===== src/rtl/cmd_pkg.sv =====
// Shared opcodes, response codes and FSM state encoding for the command sequencer.
package cmd_pkg;

  localparam logic [7:0] REQ_BATT  = 8'h01;
  localparam logic [7:0] SET_PTCH  = 8'h02;
  localparam logic [7:0] SET_ROLL  = 8'h03;
  localparam logic [7:0] SET_YAW   = 8'h04;
  localparam logic [7:0] SET_THRST = 8'h05;
  localparam logic [7:0] CALIBRATE = 8'h06;
  localparam logic [7:0] EMER_LAND = 8'h07;
  localparam logic [7:0] MTRS_OFF  = 8'h08;

  localparam logic [7:0] POS_ACK = 8'hA5;
  localparam logic [7:0] NAK     = 8'hEE;

  localparam logic [2:0] S_IDLE      = 3'd0;
  localparam logic [2:0] S_BATT      = 3'd1;
  localparam logic [2:0] S_SPINUP    = 3'd2;
  localparam logic [2:0] S_CAL       = 3'd3;
  localparam logic [2:0] S_RESP_WAIT = 3'd4;

  typedef enum logic [2:0] {
    ST_IDLE      = S_IDLE,
    ST_BATT      = S_BATT,
    ST_SPINUP    = S_SPINUP,
    ST_CAL       = S_CAL,
    ST_RESP_WAIT = S_RESP_WAIT
  } state_t;

endpackage


===== src/rtl/cmd_sequencer_if.sv =====
// UART-side command/response handshake between the UART wrapper (master) and the sequencer (slave).
interface cmd_sequencer_if;

  logic        cmd_rdy;
  logic [7:0]  cmd;
  logic [15:0] data;
  logic        clr_cmd_rdy;
  logic        send_resp;
  logic [7:0]  resp;
  logic        resp_sent;

  modport master (
    output cmd_rdy, cmd, data, resp_sent,
    input  clr_cmd_rdy, send_resp, resp
  );

  modport slave (
    input  cmd_rdy, cmd, data, resp_sent,
    output clr_cmd_rdy, send_resp, resp
  );

endinterface


===== src/rtl/cmd_timer.sv =====
// Saturating up-counter: clr_i has priority, counts while en_i, full_o once all-ones.
module cmd_timer #(
  parameter int W = 26
) (
  input  logic clk,
  input  logic rst_n,
  input  logic clr_i,
  input  logic en_i,
  output logic full_o
);

  logic [W-1:0] cnt_q, cnt_d;

  assign full_o = &cnt_q;

  always_comb begin
    cnt_d = cnt_q;
    if (clr_i)
      cnt_d = '0;
    else if (en_i && !full_o)
      cnt_d = cnt_q + {{(W-1){1'b0}}, 1'b1};
  end

  always_ff @(posedge clk or negedge rst_n) begin
    if (!rst_n)
      cnt_q <= '0;
    else
      cnt_q <= cnt_d;
  end

endmodule


===== src/rtl/cmd_sequencer.sv =====
// Command sequencer: decodes UART commands, updates setpoints, sequences battery/calibration, one response per command.
// Build macro CMD_WDOG_EN adds a no-command watchdog that zeroes the setpoints.
module cmd_sequencer
  import cmd_pkg::*;
#(
  parameter int SPINUP_W = 26,
  parameter int WD_W     = 26
) (
  input  logic               clk,
  input  logic               rst_n,
  cmd_sequencer_if.slave     uart,
  output logic               strt_cnv,
  input  logic               cnv_cmplt,
  input  logic [7:0]         batt,
  output logic               strt_cal,
  input  logic               cal_done,
  output logic signed [15:0] d_ptch,
  output logic signed [15:0] d_roll,
  output logic signed [15:0] d_yaw,
  output logic [8:0]         thrst,
  output logic               motors_off
);

  state_t             state_q, state_d;
  logic [7:0]         resp_q, resp_d;
  logic               send_q, send_d;
  logic               cnv_q, cnv_d;
  logic               moff_q, moff_d;
  logic signed [15:0] ptch_q, ptch_d;
  logic signed [15:0] roll_q, roll_d;
  logic signed [15:0] yaw_q, yaw_d;
  logic [8:0]         thrst_q, thrst_d;
  logic               accept;
  logic               spin_full;
  logic               wd_trip;

  // Commands are only taken in IDLE, so a command raised while busy waits in the wrapper.
  assign accept = (state_q == ST_IDLE) && uart.cmd_rdy;

  cmd_timer #(.W(SPINUP_W)) u_spinup (
    .clk    (clk),
    .rst_n  (rst_n),
    .clr_i  (accept && (uart.cmd == CALIBRATE)),
    .en_i   (state_q == ST_SPINUP),
    .full_o (spin_full)
  );

`ifdef CMD_WDOG_EN
  logic wd_full;

  cmd_timer #(.W(WD_W)) u_wdog (
    .clk    (clk),
    .rst_n  (rst_n),
    .clr_i  (accept),
    .en_i   ((state_q != ST_SPINUP) && (state_q != ST_CAL)),
    .full_o (wd_full)
  );

  assign wd_trip = wd_full && (state_q == ST_IDLE);
`else
  assign wd_trip = (WD_W < 0);
`endif

  always_comb begin
    state_d  = state_q;
    resp_d   = resp_q;
    send_d   = 1'b0;
    cnv_d    = 1'b0;
    moff_d   = moff_q;
    ptch_d   = ptch_q;
    roll_d   = roll_q;
    yaw_d    = yaw_q;
    thrst_d  = thrst_q;

    // Watchdog landing is silent; a command accepted the same cycle overrides it below.
    if (wd_trip) begin
      ptch_d  = '0;
      roll_d  = '0;
      yaw_d   = '0;
      thrst_d = '0;
    end

    case (state_q)
      ST_IDLE: begin
        if (uart.cmd_rdy) begin
          send_d  = 1'b1;
          resp_d  = POS_ACK;
          state_d = ST_RESP_WAIT;
          case (uart.cmd)
            REQ_BATT: begin
              send_d  = 1'b0;
              cnv_d   = 1'b1;
              state_d = ST_BATT;
            end
            SET_PTCH:  ptch_d  = uart.data;
            SET_ROLL:  roll_d  = uart.data;
            SET_YAW:   yaw_d   = uart.data;
            SET_THRST: thrst_d = uart.data[8:0];
            CALIBRATE: begin
              send_d  = 1'b0;
              moff_d  = 1'b0;
              state_d = ST_SPINUP;
            end
            EMER_LAND: begin
              ptch_d  = '0;
              roll_d  = '0;
              yaw_d   = '0;
              thrst_d = '0;
            end
            MTRS_OFF: moff_d = 1'b1;
            default:  resp_d = NAK;
          endcase
        end
      end
      ST_BATT: begin
        if (cnv_cmplt) begin
          resp_d  = batt;
          send_d  = 1'b1;
          state_d = ST_RESP_WAIT;
        end
      end
      ST_SPINUP: begin
        if (spin_full)
          state_d = ST_CAL;
      end
      ST_CAL: begin
        if (cal_done) begin
          resp_d  = POS_ACK;
          send_d  = 1'b1;
          state_d = ST_RESP_WAIT;
        end
      end
      ST_RESP_WAIT: begin
        if (uart.resp_sent)
          state_d = ST_IDLE;
      end
      default: state_d = ST_IDLE;
    endcase
  end

  always_ff @(posedge clk or negedge rst_n) begin
    if (!rst_n) begin
      state_q <= ST_IDLE;
      resp_q  <= '0;
      send_q  <= 1'b0;
      cnv_q   <= 1'b0;
      moff_q  <= 1'b1;
      ptch_q  <= '0;
      roll_q  <= '0;
      yaw_q   <= '0;
      thrst_q <= '0;
    end else begin
      state_q <= state_d;
      resp_q  <= resp_d;
      send_q  <= send_d;
      cnv_q   <= cnv_d;
      moff_q  <= moff_d;
      ptch_q  <= ptch_d;
      roll_q  <= roll_d;
      yaw_q   <= yaw_d;
      thrst_q <= thrst_d;
    end
  end

  assign uart.clr_cmd_rdy = accept;
  assign uart.send_resp   = send_q;
  assign uart.resp        = resp_q;
  assign strt_cnv         = cnv_q;
  assign strt_cal         = (state_q == ST_SPINUP) && spin_full;
  assign d_ptch           = ptch_q;
  assign d_roll           = roll_q;
  assign d_yaw            = yaw_q;
  assign thrst            = thrst_q;
  assign motors_off       = moff_q;

endmodule


===== src/flat_wrapper.sv =====
// flat-port wrapper written by rule: the top's interface ports become plain ports
module cmd_sequencer_flat import cmd_pkg::*;
#(
  parameter int SPINUP_W = 26,
  parameter int WD_W     = 26
)
  (clk, rst_n, strt_cnv, cnv_cmplt, batt, strt_cal, cal_done, d_ptch, d_roll, d_yaw, thrst, motors_off, uart_cmd_rdy, uart_cmd, uart_data, uart_resp_sent, uart_clr_cmd_rdy, uart_send_resp, uart_resp);
  cmd_sequencer_if uart_i ();
  input  logic clk;
  input  logic rst_n;
  output logic strt_cnv;
  input  logic cnv_cmplt;
  input  logic [7:0] batt;
  output logic strt_cal;
  input  logic cal_done;
  output logic signed [15:0] d_ptch;
  output logic signed [15:0] d_roll;
  output logic signed [15:0] d_yaw;
  output logic [8:0] thrst;
  output logic motors_off;
  input wire logic [$bits(uart_i.cmd_rdy)-1:0] uart_cmd_rdy;
  input wire logic [$bits(uart_i.cmd)-1:0] uart_cmd;
  input wire logic [$bits(uart_i.data)-1:0] uart_data;
  input wire logic [$bits(uart_i.resp_sent)-1:0] uart_resp_sent;
  output wire logic [$bits(uart_i.clr_cmd_rdy)-1:0] uart_clr_cmd_rdy;
  output wire logic [$bits(uart_i.send_resp)-1:0] uart_send_resp;
  output wire logic [$bits(uart_i.resp)-1:0] uart_resp;
  assign uart_i.cmd_rdy = uart_cmd_rdy;
  assign uart_i.cmd = uart_cmd;
  assign uart_i.data = uart_data;
  assign uart_i.resp_sent = uart_resp_sent;
  assign uart_clr_cmd_rdy = uart_i.clr_cmd_rdy;
  assign uart_send_resp = uart_i.send_resp;
  assign uart_resp = uart_i.resp;
  cmd_sequencer #(.SPINUP_W(SPINUP_W), .WD_W(WD_W)) u_core (.clk(clk), .rst_n(rst_n), .uart(uart_i), .strt_cnv(strt_cnv), .cnv_cmplt(cnv_cmplt), .batt(batt), .strt_cal(strt_cal), .cal_done(cal_done), .d_ptch(d_ptch), .d_roll(d_roll), .d_yaw(d_yaw), .thrst(thrst), .motors_off(motors_off));
endmodule

===== config.mk =====
export PLATFORM = sky130hd
export DESIGN_NAME = cmd_sequencer_flat
export DESIGN_NICKNAME = d
export VERILOG_FILES = /design/src/rtl/cmd_pkg.sv /design/src/rtl/cmd_sequencer_if.sv /design/src/rtl/cmd_timer.sv /design/src/rtl/cmd_sequencer.sv /design/src/flat_wrapper.sv
export SDC_FILE = /design/constraint.sdc
export NUM_CORES = 1
export LEC_CHECK = 0
export CAP_MARGIN = 20
export CORE_MARGIN = 8
export CORE_UTILIZATION = 35
export CTS_CLUSTER_DIAMETER = 30
export DETAILED_ROUTE_END_ITERATION = 16
export PLACE_DENSITY = 0.69
export SLEW_MARGIN = 20
export SYNTH_ARGS = -nofsm -noshare
export SYNTH_HDL_FRONTEND = slang
export SYNTH_SLANG_ARGS = --single-unit

===== constraint.sdc =====
create_clock -name clk -period 4.5 [get_ports clk]
set_input_delay 0.675 -clock clk [delete_from_list [all_inputs] [get_ports clk]]
set_output_delay 0.675 -clock clk [all_outputs]
set_load 0.05 [all_outputs]

# Word level (Yosys, flattened, before mapping)
# Cells that the tools add are included.
[word_totals]
ff_bits = 97
inputBits = 38
out_inout_bits = 70
elab_cells = 78
[op_classes]
n_addsub = 1
eq_ne = 17
mux = 27
reduce_logical = 23
[op_table]
columns = ["operator", "count"]
rows = [
  ["16-bit one-hot mux with 2 select lines", 3],
  ["26-bit 2-to-1 mux", 2],
  ["8-bit by 3-bit == test with 1-bit output, second input constant", 4],
  ["26-bit by 1-bit adder with 26-bit output, second input constant", 1],
  ["26-bit AND reduction", 1],
  ["8-bit 2-to-1 mux", 3],
  ["8-bit one-hot mux with 3 select lines", 1],
  ["9-bit one-hot mux with 2 select lines", 1],
  ["8-bit by 2-bit == test with 1-bit output, second input constant", 2],
  ["3-bit 2-to-1 mux", 5],
  ["3-bit one-hot mux with 5 select lines", 1],
  ["3-bit AND reduction", 5],
  ["2-bit nonzero test", 6],
  ["8-bit by 1-bit == test with 1-bit output, second input constant", 1],
  ["8-bit by 4-bit == test with 1-bit output, second input constant", 1],
  ["2-bit != test, second input constant", 4],
  ["8-bit OR reduction", 1],
  ["1-bit 2-to-1 mux", 7],
  ["7-bit 2-to-1 mux", 1],
  ["3-bit by 2-bit == test with 1-bit output, second input constant", 2],
  ["3-bit one-hot mux with 2 select lines", 1],
  ["5-bit AND reduction", 1],
  ["1-bit logical AND", 4],
  ["4-bit AND reduction", 1],
  ["9 further kinds", 9],
]

# Logic depth before layout (Yosys ltp)
[logic_depth]
ltp_word = 5
mapped_depth = 8
ltp_nobuf = 7

# Hierarchy
# Synthesis repeated with hierarchy kept, for this count alone.
[hier_totals]
hier_cells = 433
area_unflattened_um2 = 4590.7
[modules_own_cells]
columns = ["module", "instances", "cells_each", "area_each_um2", "seq_area_each_um2"]
rows = [
  ["cmd_sequencer", 1, 271, 3074.2, 1778.0],
  ["cmd_timer", 1, 162, 1516.5, 650.6],
]

# Worst setup path before layout
# OpenSTA, ideal clock, no wires.
[synth_path]
kind = "register to output"
start = "reg u_core.u_spinup.cnt_q[0]"
end = "out strt_cal"
arrival_time_ps = 2487
required_ps = 3825
setup_slack_ps = 1338
stages_incl_launch_ff = 5
path_buffers = 0
cell_sequence = "dfrtp_1 -> ha_1 -> and4_1 -> nand4_1 -> nor4_1"
[synth_via]
elab_chain_len = 2
[synth_lines]
columns = ["item", "line", "text"]
rows = [
  ["start, declared", "cmd_timer.sv:12", "logic [W-1:0] cnt_q, cnt_d;"],
  ["start signal, assigned", "cmd_timer.sv:28", "cnt_q <= cnt_d;"],
  ["26-bit AND reduction", "cmd_timer.sv:14", "assign full_o = &cnt_q;"],
  ["1-bit logical AND", "cmd_sequencer.sv:169", "assign strt_cal = (state_q == ST_SPINUP) && spin_full;"],
  ["end, declared", "flat_wrapper.sv:14", "output logic strt_cal;"],
]
# Every way passes these cells.

# Final worst setup path
# Same ends and word-level chain as after synthesis.

==> metrics.txt <==
GRT Total Usage=0.141; Setup crit start kind=flip-flop; Min-Delay Path Class=in -> async; top cell type's share of synthesized area=0.540; first-pass GRT wire length=roughly 18000 µm; R2R Path Start=u_core.state_q[1]; max-cap violations=0; die area=0.0166 mm²; reg-to-reg slack, setup=1980 ps; total power draw=between 0.002 and 0.003 W; vias in the first global route=~3500; Critical Path RT=about 3800 ps; Netlist Area Pre-Place=between 0.004 and 0.005 mm²; switching share of total power=0.339; Setup Buffers After CTS=0; Setup Skew=about 6.9 ps; syn_area_per_cell=about 11 µm²; Slew Limit Headroom=0.379; TritonRoute pass-1 iters=4; period utilization=0.776; crit path launch=u_core.u_spinup.cnt_q[0]; CP top delay family=simple AND/OR/NAND/NOR gates; Slew Viols, Final=0; crit-path max cell delay=between 800 and 900 ps; Worst path slowest cell=clkdlybuf4s50_1; synth warn=0; CP cell instances=ha_1, and4_1, nand4_1, nor4_1, clkdlybuf4s50_1; Sink Count=97; mux cell area share after synthesis=0.0934; Worst Path Buf+Inv=1; first-iteration detailed-routing DRC count=about 260; Lkg Pwr=2.58 nW; setup_tns=0 ps; initial cell density of the core=0.355; Post-DP HPWL=about 8400 µm; diode count=0; Post-synth ARST share=1.00; XOR/XNOR Fraction of Synth Area=0.0236; die height=roughly 130 µm; Vias per Instance=roughly 5.1; DRC violations left=0; CORE AREA=between 0.01 and 0.015 mm²; CTS tree=yes; Combinational Power Share=0.277; port bufs=about 110; syn nets=roughly 440; Inserted Clock Buffers=9; sequential power share=0.401; status=finished clean; hold violation count in the final report=0; area delta synth->final=34.8%; CP Data Arrival Time=about 2800 ps; largest family of logic cells by synthesized area=simple AND/OR/NAND/NOR gates; proportion of layout cells with a drive suffix above 1=0.146; Layout Nets=about 550; number of synthesized flops with an enable pin=0; clock slew at reported path FFs=about 70 ps; largest area contributor in the netlist=dfrtp_1; f_max=~290 MHz; cells after synthesis=between 400 and 500; RSZ-0062 raised after global routing=false; drt total wl=~12000 µm; P_sw=about 0.00086 W; Adder-Cell Fraction of Synth Area=0.00281; Peak VDD IR=0.162 mV; Routability Congestion=about 0.77; antenna viol nets, final=0; Worst setup EP type=output port; WS Path Type=reg -> out; minimum clock period after layout=around 3500 ps; post-synthesis register bit count=97; total gr overflow=0; main flop type after synthesis=dfrtp_1; Clock Power Share=0.322; Crit Path Max Fanout=6; Rows=just over 40; pin count of the biggest net entering global routing=70; H-tree depth=3; post-CTS sizing=0; # setup viols final=0; worst-skew pair later-pin latency=between 300 and 400 ps; Vias=~3500; most numerous cell in the Yosys netlist=dfrtp_1; Clock Tree Buf Depth=2; # hold bufs at CTS=0; Synth area leaders=dfrtp_1, mux2_2, nand2_1, o21ai_0, xnor2_1; most common library cells after synthesis=dfrtp_1, nand2_1, mux2_2; Yosys cell types=just under 60; I/O pin total=108; Slew @ Worst Pin=approximately 930 ps; PD cells=422 mW/mm²; Post-Synth Simple-Gate Area=0.190; internal power=about 0.0017 W; initial antenna violation count=0; Seq/Total Area, Yosys=0.546; root buffer cell=clkbuf_16; DIE WIDTH=around 130 µm; Avg WL per Cell=around 17 µm; post-synthesis compound-gate area fraction=0.119
==> through the flow <==
step	setup slack [ps]	area, µm²	hold slack [ps]	cells	utilization
after detailed placement	1330	5680	470	668	0.453
after floorplan	1340	4450	379	404	-
after CTS	991	6000	485	684	0.479
final	1010	6000	453	684	0.479
after global routing	841	6000	509	684	0.479
after global placement	1400	5680	460	668	0.453
==> placed cells by master, fill, tap and decap left out, types with 3 or more instances in the layout <==
| cell | count |
|---|---|
| clkdlybuf4s50_1 | 106 |
| dfrtp_1 | 96 |
| nand2_1 | 51 |
| mux2_2 | 36 |
| o21ai_0 | 35 |
| nor2_1 | 17 |
| a21oi_1 | 17 |
| nand3_1 | 13 |
| xnor2_1 | 11 |
| and2_1 | 10 |
| o31ai_1 | 9 |
| clkbuf_16 | 9 |
| or4_1 | 6 |
| nor4_1 | 6 |
| or3_1 | 6 |
| inv_1 | 6 |
| and3_1 | 5 |
| nand4_1 | 5 |
| buf_4 | 4 |
| and4_1 | 3 |
| a21o_1 | 3 |
| o41ai_1 | 3 |
| clkbuf_8 | 3 |
==> power groups by stage <==
| stage | clock network, W | registers, W | logic, W |
|---|---|---|---|
| 2_1_floorplan | 0 | 0.00118 | 0.000333 |
| 3_3_place_gp | 0 | 0.00103 | 0.000690 |
| 3_5_place_dp | 0 | 0.00103 | 0.000705 |
| 4_1_cts | 0.000826 | 0.00102 | 0.000708 |
| 5_1_grt | 0.000871 | 0.00103 | 0.000760 |
| 6_report | 0.000815 | 0.00102 | 0.000703 |
==> kinds of logic (layout without fill, tap and decap cells) <==
group                    count (synthesis)  count (layout)
AO/OA/AOI/OAI                           83              83
XOR/XNOR                                12              12
adder cells (fa/ha/maj)                  1               1
buffers and inverters                   25             133
flip-flops                              97              97
multiplexers                            37              37
AND/OR/NAND/NOR                        149             149
==> metal layers <==
layer	track usage	vias up	share of wire
met1	0.167	1741	0.42
met4	0.0629	0	0.021
met5	0	-	0
li1	-	1668	-
met3	0.0339	14	0.056
met2	0.237	82	0.50
==> state kept, by name, indices dropped and copies added, names as in the netlist <==
| register | flops |
|---|---|
| u_core.uart.send_resp | 1 |
| u_core.d_yaw | 16 |
| u_core.d_ptch | 16 |
| u_core.motors_off | 1 |
| u_core.strt_cnv | 1 |
| u_core.d_roll | 16 |
| u_core.thrst | 9 |
| u_core.uart.resp | 8 |
| u_core.state_q | 3 |
| u_core.u_spinup.cnt_q | 26 |
==> path summary, 6_finish.rpt <==
| kind | cells after the start | end |
|---|---|---|
| setup / recovery | 5 | strt_cal |
| hold / removal | 1 | u_core.u_spinup.cnt_q[16] |
| setup reg to reg | 5 | u_core.d_yaw[6] |
| hold reg to reg | 2 | u_core.uart.resp[3] |
| max in group asynchronous | 2 | u_core.motors_off |
| min in group clk | 2 | u_core.uart.resp[3] |
==> area by class of cell <==
cell class                 instances  area, µm²
fill                            1194       6520
sequential                        97       2430
multi-input combinational        282       1910
timing repair buffer             110       1090
clock buffer                      12        267
tap                              172        215
clock inverter                     4       56.3
inverter                           7       26.3
Note: power is estimated with default switching activity, not from simulation.
